$ cat src/rtl/s_axis_rq_arbiter.sv
// s_axis_rq_arbiter
// Round-robin, packet-atomic arbiter that merges N_REQ requester-request
// AXI-Stream ports into one stream for the RQ adapter. Read requests
// (header tdata[31:30] == 2'b00) consume a credit from a pool of MAX_RD
// outstanding reads; cpl_done returns one credit.
//
// Ports:
//   user_clk, user_reset            clock, async active-high reset
//   s_req_t{valid,ready,data,keep,last,user}  N_REQ packed slave streams
//   m_axis_rq_t{valid,ready,data,keep,last,user}  merged master stream
//   cpl_done        one read request fully completed (1-cycle pulse)
//   rd_outstanding  current outstanding read count
//   grant           one-hot owner while holding a packet, else zero
//   credit_err      sticky: cpl_done seen with no reads outstanding
module s_axis_rq_arbiter #(
    parameter int unsigned DATA_WIDTH = 256,
    parameter int unsigned KEEP_WIDTH = DATA_WIDTH / 32,
    parameter int unsigned N_REQ      = 2,
    parameter int unsigned MAX_RD     = 32
) (
    input  logic                         user_clk,
    input  logic                         user_reset,
    input  logic [N_REQ-1:0]             s_req_tvalid,
    output logic [N_REQ-1:0]             s_req_tready,
    input  logic [N_REQ*DATA_WIDTH-1:0]  s_req_tdata,
    input  logic [N_REQ*KEEP_WIDTH-1:0]  s_req_tkeep,
    input  logic [N_REQ-1:0]             s_req_tlast,
    input  logic [N_REQ*4-1:0]           s_req_tuser,
    output logic                         m_axis_rq_tvalid,
    input  logic                         m_axis_rq_tready,
    output logic [DATA_WIDTH-1:0]        m_axis_rq_tdata,
    output logic [KEEP_WIDTH-1:0]        m_axis_rq_tkeep,
    output logic                         m_axis_rq_tlast,
    output logic [3:0]                   m_axis_rq_tuser,
    input  logic                         cpl_done,
    output logic [7:0]                   rd_outstanding,
    output logic [N_REQ-1:0]             grant,
    output logic                         credit_err
);

    localparam int unsigned OW = $clog2(N_REQ);

    typedef enum logic [0:0] {StIdle, StHold} state_e;

    state_e            state_q, state_d;
    logic [OW-1:0]     owner_q, owner_d;
    logic [OW-1:0]     last_owner_q, last_owner_d;
    logic [7:0]        rd_cnt_q, rd_cnt_d;
    logic              credit_err_q, credit_err_d;
    logic              first_beat_q, first_beat_d;

    logic [N_REQ-1:0]  eligible;
    logic              pick_valid;
    logic [OW-1:0]     pick;
    logic              xfer;
    logic              rd_inc;

    // A port may compete if it has a beat and is either a write or a read
    // for which a credit is still free (registered count, so a credit freed
    // by cpl_done becomes usable one cycle later).
    always_comb begin
        eligible = '0;
        for (int i = 0; i < int'(N_REQ); i++) begin
            eligible[i] = s_req_tvalid[i] &&
                          ((s_req_tdata[i*DATA_WIDTH+30 +: 2] != 2'b00) ||
                           (rd_cnt_q < 8'(MAX_RD)));
        end
    end

    // Round-robin search from last_owner+1. Scanning offsets from far to near
    // lets the nearest eligible port overwrite the others.
    always_comb begin
        pick_valid = 1'b0;
        pick       = '0;
        for (int k = int'(N_REQ); k >= 1; k--) begin
            for (int i = 0; i < int'(N_REQ); i++) begin
                if (eligible[i] &&
                    ((int'(last_owner_q) + k == i) ||
                     (int'(last_owner_q) + k == i + int'(N_REQ)))) begin
                    pick_valid = 1'b1;
                    pick       = OW'(i);
                end
            end
        end
    end

    // Output mux: only the owner is connected, and only while holding.
    always_comb begin
        m_axis_rq_tvalid = 1'b0;
        m_axis_rq_tdata  = '0;
        m_axis_rq_tkeep  = '0;
        m_axis_rq_tlast  = 1'b0;
        m_axis_rq_tuser  = '0;
        s_req_tready     = '0;
        grant            = '0;
        if (state_q == StHold) begin
            for (int i = 0; i < int'(N_REQ); i++) begin
                if (owner_q == OW'(i)) begin
                    m_axis_rq_tvalid = s_req_tvalid[i];
                    m_axis_rq_tdata  = s_req_tdata[i*DATA_WIDTH +: DATA_WIDTH];
                    m_axis_rq_tkeep  = s_req_tkeep[i*KEEP_WIDTH +: KEEP_WIDTH];
                    m_axis_rq_tlast  = s_req_tlast[i];
                    m_axis_rq_tuser  = s_req_tuser[i*4 +: 4];
                    s_req_tready[i]  = m_axis_rq_tready;
                    grant[i]         = 1'b1;
                end
            end
        end
    end

    assign xfer   = (state_q == StHold) && m_axis_rq_tvalid && m_axis_rq_tready;
    assign rd_inc = xfer && first_beat_q && (m_axis_rq_tdata[31:30] == 2'b00);

    always_comb begin
        state_d      = state_q;
        owner_d      = owner_q;
        last_owner_d = last_owner_q;
        first_beat_d = first_beat_q;
        unique case (state_q)
            StIdle: begin
                if (pick_valid) begin
                    owner_d      = pick;
                    first_beat_d = 1'b1;
                    state_d      = StHold;
                end
            end
            StHold: begin
                if (xfer) begin
                    // Next beat is a header only after this packet ends.
                    first_beat_d = m_axis_rq_tlast;
                    if (m_axis_rq_tlast) begin
                        last_owner_d = owner_q;
                        state_d      = StIdle;
                    end
                end
            end
            default: state_d = StIdle;
        endcase
    end

    // Credit counter; eligibility keeps it at or below MAX_RD.
    always_comb begin
        rd_cnt_d     = rd_cnt_q;
        credit_err_d = credit_err_q;
        if (rd_inc && !cpl_done) begin
            rd_cnt_d = rd_cnt_q + 8'd1;
        end else if (!rd_inc && cpl_done) begin
            if (rd_cnt_q == 8'd0) begin
                credit_err_d = 1'b1;
            end else begin
                rd_cnt_d = rd_cnt_q - 8'd1;
            end
        end
    end

    always_ff @(posedge user_clk or posedge user_reset) begin
        if (user_reset) begin
            state_q      <= StIdle;
            owner_q      <= '0;
            last_owner_q <= OW'(N_REQ - 1);
            rd_cnt_q     <= 8'd0;
            credit_err_q <= 1'b0;
            first_beat_q <= 1'b1;
        end else begin
            state_q      <= state_d;
            owner_q      <= owner_d;
            last_owner_q <= last_owner_d;
            rd_cnt_q     <= rd_cnt_d;
            credit_err_q <= credit_err_d;
            first_beat_q <= first_beat_d;
        end
    end

    assign rd_outstanding = rd_cnt_q;
    assign credit_err     = credit_err_q;

endmodule

$ cat config.mk
export PLATFORM = sky130hd
export DESIGN_NAME = s_axis_rq_arbiter
export DESIGN_NICKNAME = d
export VERILOG_FILES = /design/src/rtl/s_axis_rq_arbiter.sv
export SDC_FILE = /design/constraint.sdc
export NUM_CORES = 1
export LEC_CHECK = 0
export BUFFER_PORTS_ARGS = -buffer_cell sky130_fd_sc_hd__buf_2
export CAP_MARGIN = 0
export CORE_AREA = 2 2 318 320
export DETAILED_ROUTE_END_ITERATION = 7
export DIE_AREA = 0 0 320 322
export PLACE_DENSITY = 0.3
export SLEW_MARGIN = 20
export SYNTH_ARGS = -nofsm -noshare
export SYNTH_HDL_FRONTEND = slang
export SYNTH_SLANG_ARGS = --single-unit
$ cat constraint.sdc
create_clock -name user_clk -period 3.53 [get_ports user_clk]
set_input_delay 0.1765 -clock user_clk [delete_from_list [all_inputs] [get_ports user_clk]]
set_output_delay 0.1765 -clock user_clk [all_outputs]
set_load 0.005 [all_outputs]
==> results.ini <==
[pwr]
p_sw_frac=0.542
comb_power_share=0.910
p_switching_uw=3500
total_power_uw=6450
seqPwrFrac=0.054
clkPwrFrac=0.036
p_leak_uw=0.00608
power.density_mw_per_mm2=608
ir_drop_mv=0.470
intPower_uw=2950

[flow_run]
drv_cap=0

[clocking]
cts.sinks=13
cts_setup_buffers=0
cts_tree=yes
htree_num_levels=1
cts-root-buf=clkbuf_16
clockBufferDepth=2
numCtsBuffers=3
cts_hold_buf=0
clk_pin_slew_ps=50
worstSkewPairLatency_ps=250
cts_resized=0

[synth]
syn_avg_cell_area_sq_um=6.99
synth_warnings=0
yosysSeqAreaShare=0.0671
synthCells=699
synth_cell_types=36
syn-cell-area_sq_mm=0.00488
ys_ff_latch=13
synth_fp_nets=1252

[routing]
m1WireLength_mm=28.6
top_layer=met5
drtIter0Drc=420
first_pass_iters=4
post_drt_wl_per_cell_microns=24.9
vias=8446
drt-total-wl_mm=69.3
via_per_inst=3.04
wl_met3_mm=6.85
drc=0
postRouteAntennaNets=0
met2_length_mm=32.6

[final_layout]
layout.cells.non_filler=2779
fin_nets=2030
layout-drive-gt1-share=0.576
syn2layout_area_growth_pct=117
fillers=11800

[timing]
max_slew_margin=0.413
finalCritPeriodShare=0.883
finClkSkew_ps=1.69
finalHoldViolCount=0
fmax_mhz=321
rsz0062_at_grt=no
whs_ps=22.3
layout_setup_ws_ps=412
setup_viol=0
setup_tns_ps=0
finalCriticalPeriod_ps=3120
max_slew.worst_pin.slew_ps=881
finalMaxSlewViolations=0

[global_route]
grt_pass1_wl_mm=84.4
grt_max_degree=105
grt_usage=0.125
antenna_found_initial=95
grt_pass1_vias=8100
grt_overflow_total=0

[worst_setup_path]
slowest_delay_ps=590
crit_fanout=9
rrSetupSlack_ps=410
crit_chain=nand2_1 -> nor2_1 -> nand4_1 -> inv_1 -> ha_1 -> inv_1 -> ha_1 -> o21ai_0 -> nor3_1 -> a211oi_1 -> mux2i_1 -> xnor2_1
startpoint_type=register
r2r_start=state_q$_DFF_PP0_
crit_required_ps=3710
arrival_ps=3300
crit_slowest_cell=dfrtp_1
r2r-end=rd_outstanding[7]$_DFFE_PP0P_
crit_type=register to register
r2r_cells=12
crit_path_end_kind=register

[place]
place_ws_ps=466
portBuffers=826
gp_congestion=0.855
placed_cells=2770
dp_hpwl_mm=64.2

[die]
start_util=0.0490
fp-row-count=116
ioPinCount=827
die_h_microns=322
dieArea_sq_mm=0.103
core_area_sq_mm=0.0996
die_x_microns=320

[status]
outcome=complete, no violations

[hold_path]
min_path_type=input port to asynchronous set/reset pin

## logic make-up after synthesis
family | Yosys count | share of synthesized area
buffers and inverters | 70 | 0.0620
and+or+nand+nor | 301 | 0.240
xor gates and xnor gates | 7 | 0.0126
muxes | 272 | 0.558
adders and majority gates | 9 | 0.0246
DFF | 13 | 0.0671
AOI/OAI and AO/OA | 27 | 0.0354
## worst max path at each step
stage / startpoint / to / slack [ps]
finish: state_q$_DFF_PP0_ / rd_outstanding[7]$_DFFE_PP0P_ / 410
floorplan: owner_q$_DFFE_PP0P_ / rd_outstanding[7]$_DFFE_PP0P_ / 890
global placement: state_q$_DFF_PP0_ / rd_outstanding[7]$_DFFE_PP0P_ / 400
CTS: state_q$_DFF_PP0_ / rd_outstanding[7]$_DFFE_PP0P_ / 440
detailed placement: state_q$_DFF_PP0_ / rd_outstanding[7]$_DFFE_PP0P_ / 470
global route: state_q$_DFF_PP0_ / rd_outstanding[7]$_DFFE_PP0P_ / 80
## through the flow
stage | instance area, sq um | utilization
2_1_floorplan | 4880 | -
4_1_cts | 10600 | 0.106
6_report | 10600 | 0.107
3_5_place_dp | 10500 | 0.106
3_3_place_gp | 10500 | 0.106
5_1_grt | 10600 | 0.106
## cells in the final DEF, fill, tap and decap left out, types with 2 or more instances in the layout
| cell type | count |
|---|---|
| buf_2 | 826 |
| nor2_1 | 275 |
| mux2i_1 | 269 |
| nand2_1 | 13 |
| dfrtp_1 | 10 |
| ha_1 | 8 |
| o21ai_0 | 7 |
| inv_1 | 6 |
| diode_2 | 5 |
| a21oi_1 | 5 |
| buf_4 | 5 |
| buf_12 | 5 |
| xor2_1 | 4 |
| nor3_1 | 3 |
| a21o_1 | 3 |
| o21bai_1 | 3 |
| a211oi_1 | 3 |
| xnor2_1 | 3 |
| mux2_2 | 3 |
| clkbuf_16 | 3 |
| o31ai_1 | 2 |
| and2_1 | 2 |
| dfstp_2 | 2 |
## cells in the mapped netlist
master    count  area share
dfrtp_1      11       0.056
dfstp_2       2       0.011
xor2_1        4      0.0072
mux2_2        3      0.0069
o21ai_1       1      0.0010
buf_4         1      0.0015
a211oi_1      3      0.0046
and2_1        2      0.0026
nand2_1      13       0.010
o31ai_1       2      0.0031
inv_1         6      0.0046
a21boi_0      1      0.0015
and3_1        1      0.0013
or4_4         1      0.0023
o21ai_0       7      0.0072
buf_2        29       0.030
o21bai_1      3      0.0046
or2_1         1      0.0013
buf_1         3      0.0023
nand4_1       1      0.0013
mux2i_1     269        0.55
nor2_1      275        0.21
xnor2_1       3      0.0054
clkbuf_1     30       0.023
a21oi_1       5      0.0051
nor3_1        3      0.0031
o32a_1        1      0.0020
nor4_2        1      0.0026
nor3_2        1      0.0020
fa_1          1      0.0041
a21o_1        3      0.0046
or3_1         1      0.0013
nand3_1       1      0.0010
o211ai_1      1      0.0015
inv_2         1     0.00077
ha_1          8       0.020
## power by group through the flow
stage / logic [uW] / registers [uW] / clock network (uW)
detailed placement: 6050 / 355 / 0
floorplan: 3170 / 302 / 0
global placement: 6100 / 357 / 0
global route: 6470 / 363 / 246
CTS: 6070 / 352 / 242
finish: 5870 / 349 / 231
## routing by layer
layer  vias up  track usage
li1       3937            -
met1      3693        0.156
met2       642        0.217
met3       158       0.0420
met4        16      0.00605
met5         -            0
## layout make-up
type | instances | area (sq um) | share of cell area
repair buffers | 836 | 4270 | 0.403
multi-input cells | 616 | 4250 | 0.401
well taps | 1298 | 1620 | 0.153
flip-flops and latches | 13 | 332 | 0.0313
clock buffers | 3 | 75.1 | 0.00708
inverters | 7 | 33.8 | 0.00319
diodes | 5 | 12.5 | 0.00118
clock inverters | 1 | 5.00 | 0.000472
## flip-flops by register name (all words and copies together) (netlist names)
name,flops
credit_err,1
rd_outstanding,8
state_q,1
last_owner_q,1
owner_q,1
first_beat_q,1
## critical path: cells and delay by family (launching register included)
family	cells	cell delay, ps
adder cells (fa/ha/maj)	2	600
flip-flops	1	590
buffers and inverters	2	300
multiplexers	1	260
AND/OR/NAND/NOR	4	650
XOR/XNOR	1	130
AO/OA/AOI/OAI	2	510
Note: power is estimated with default switching activity, not from simulation.
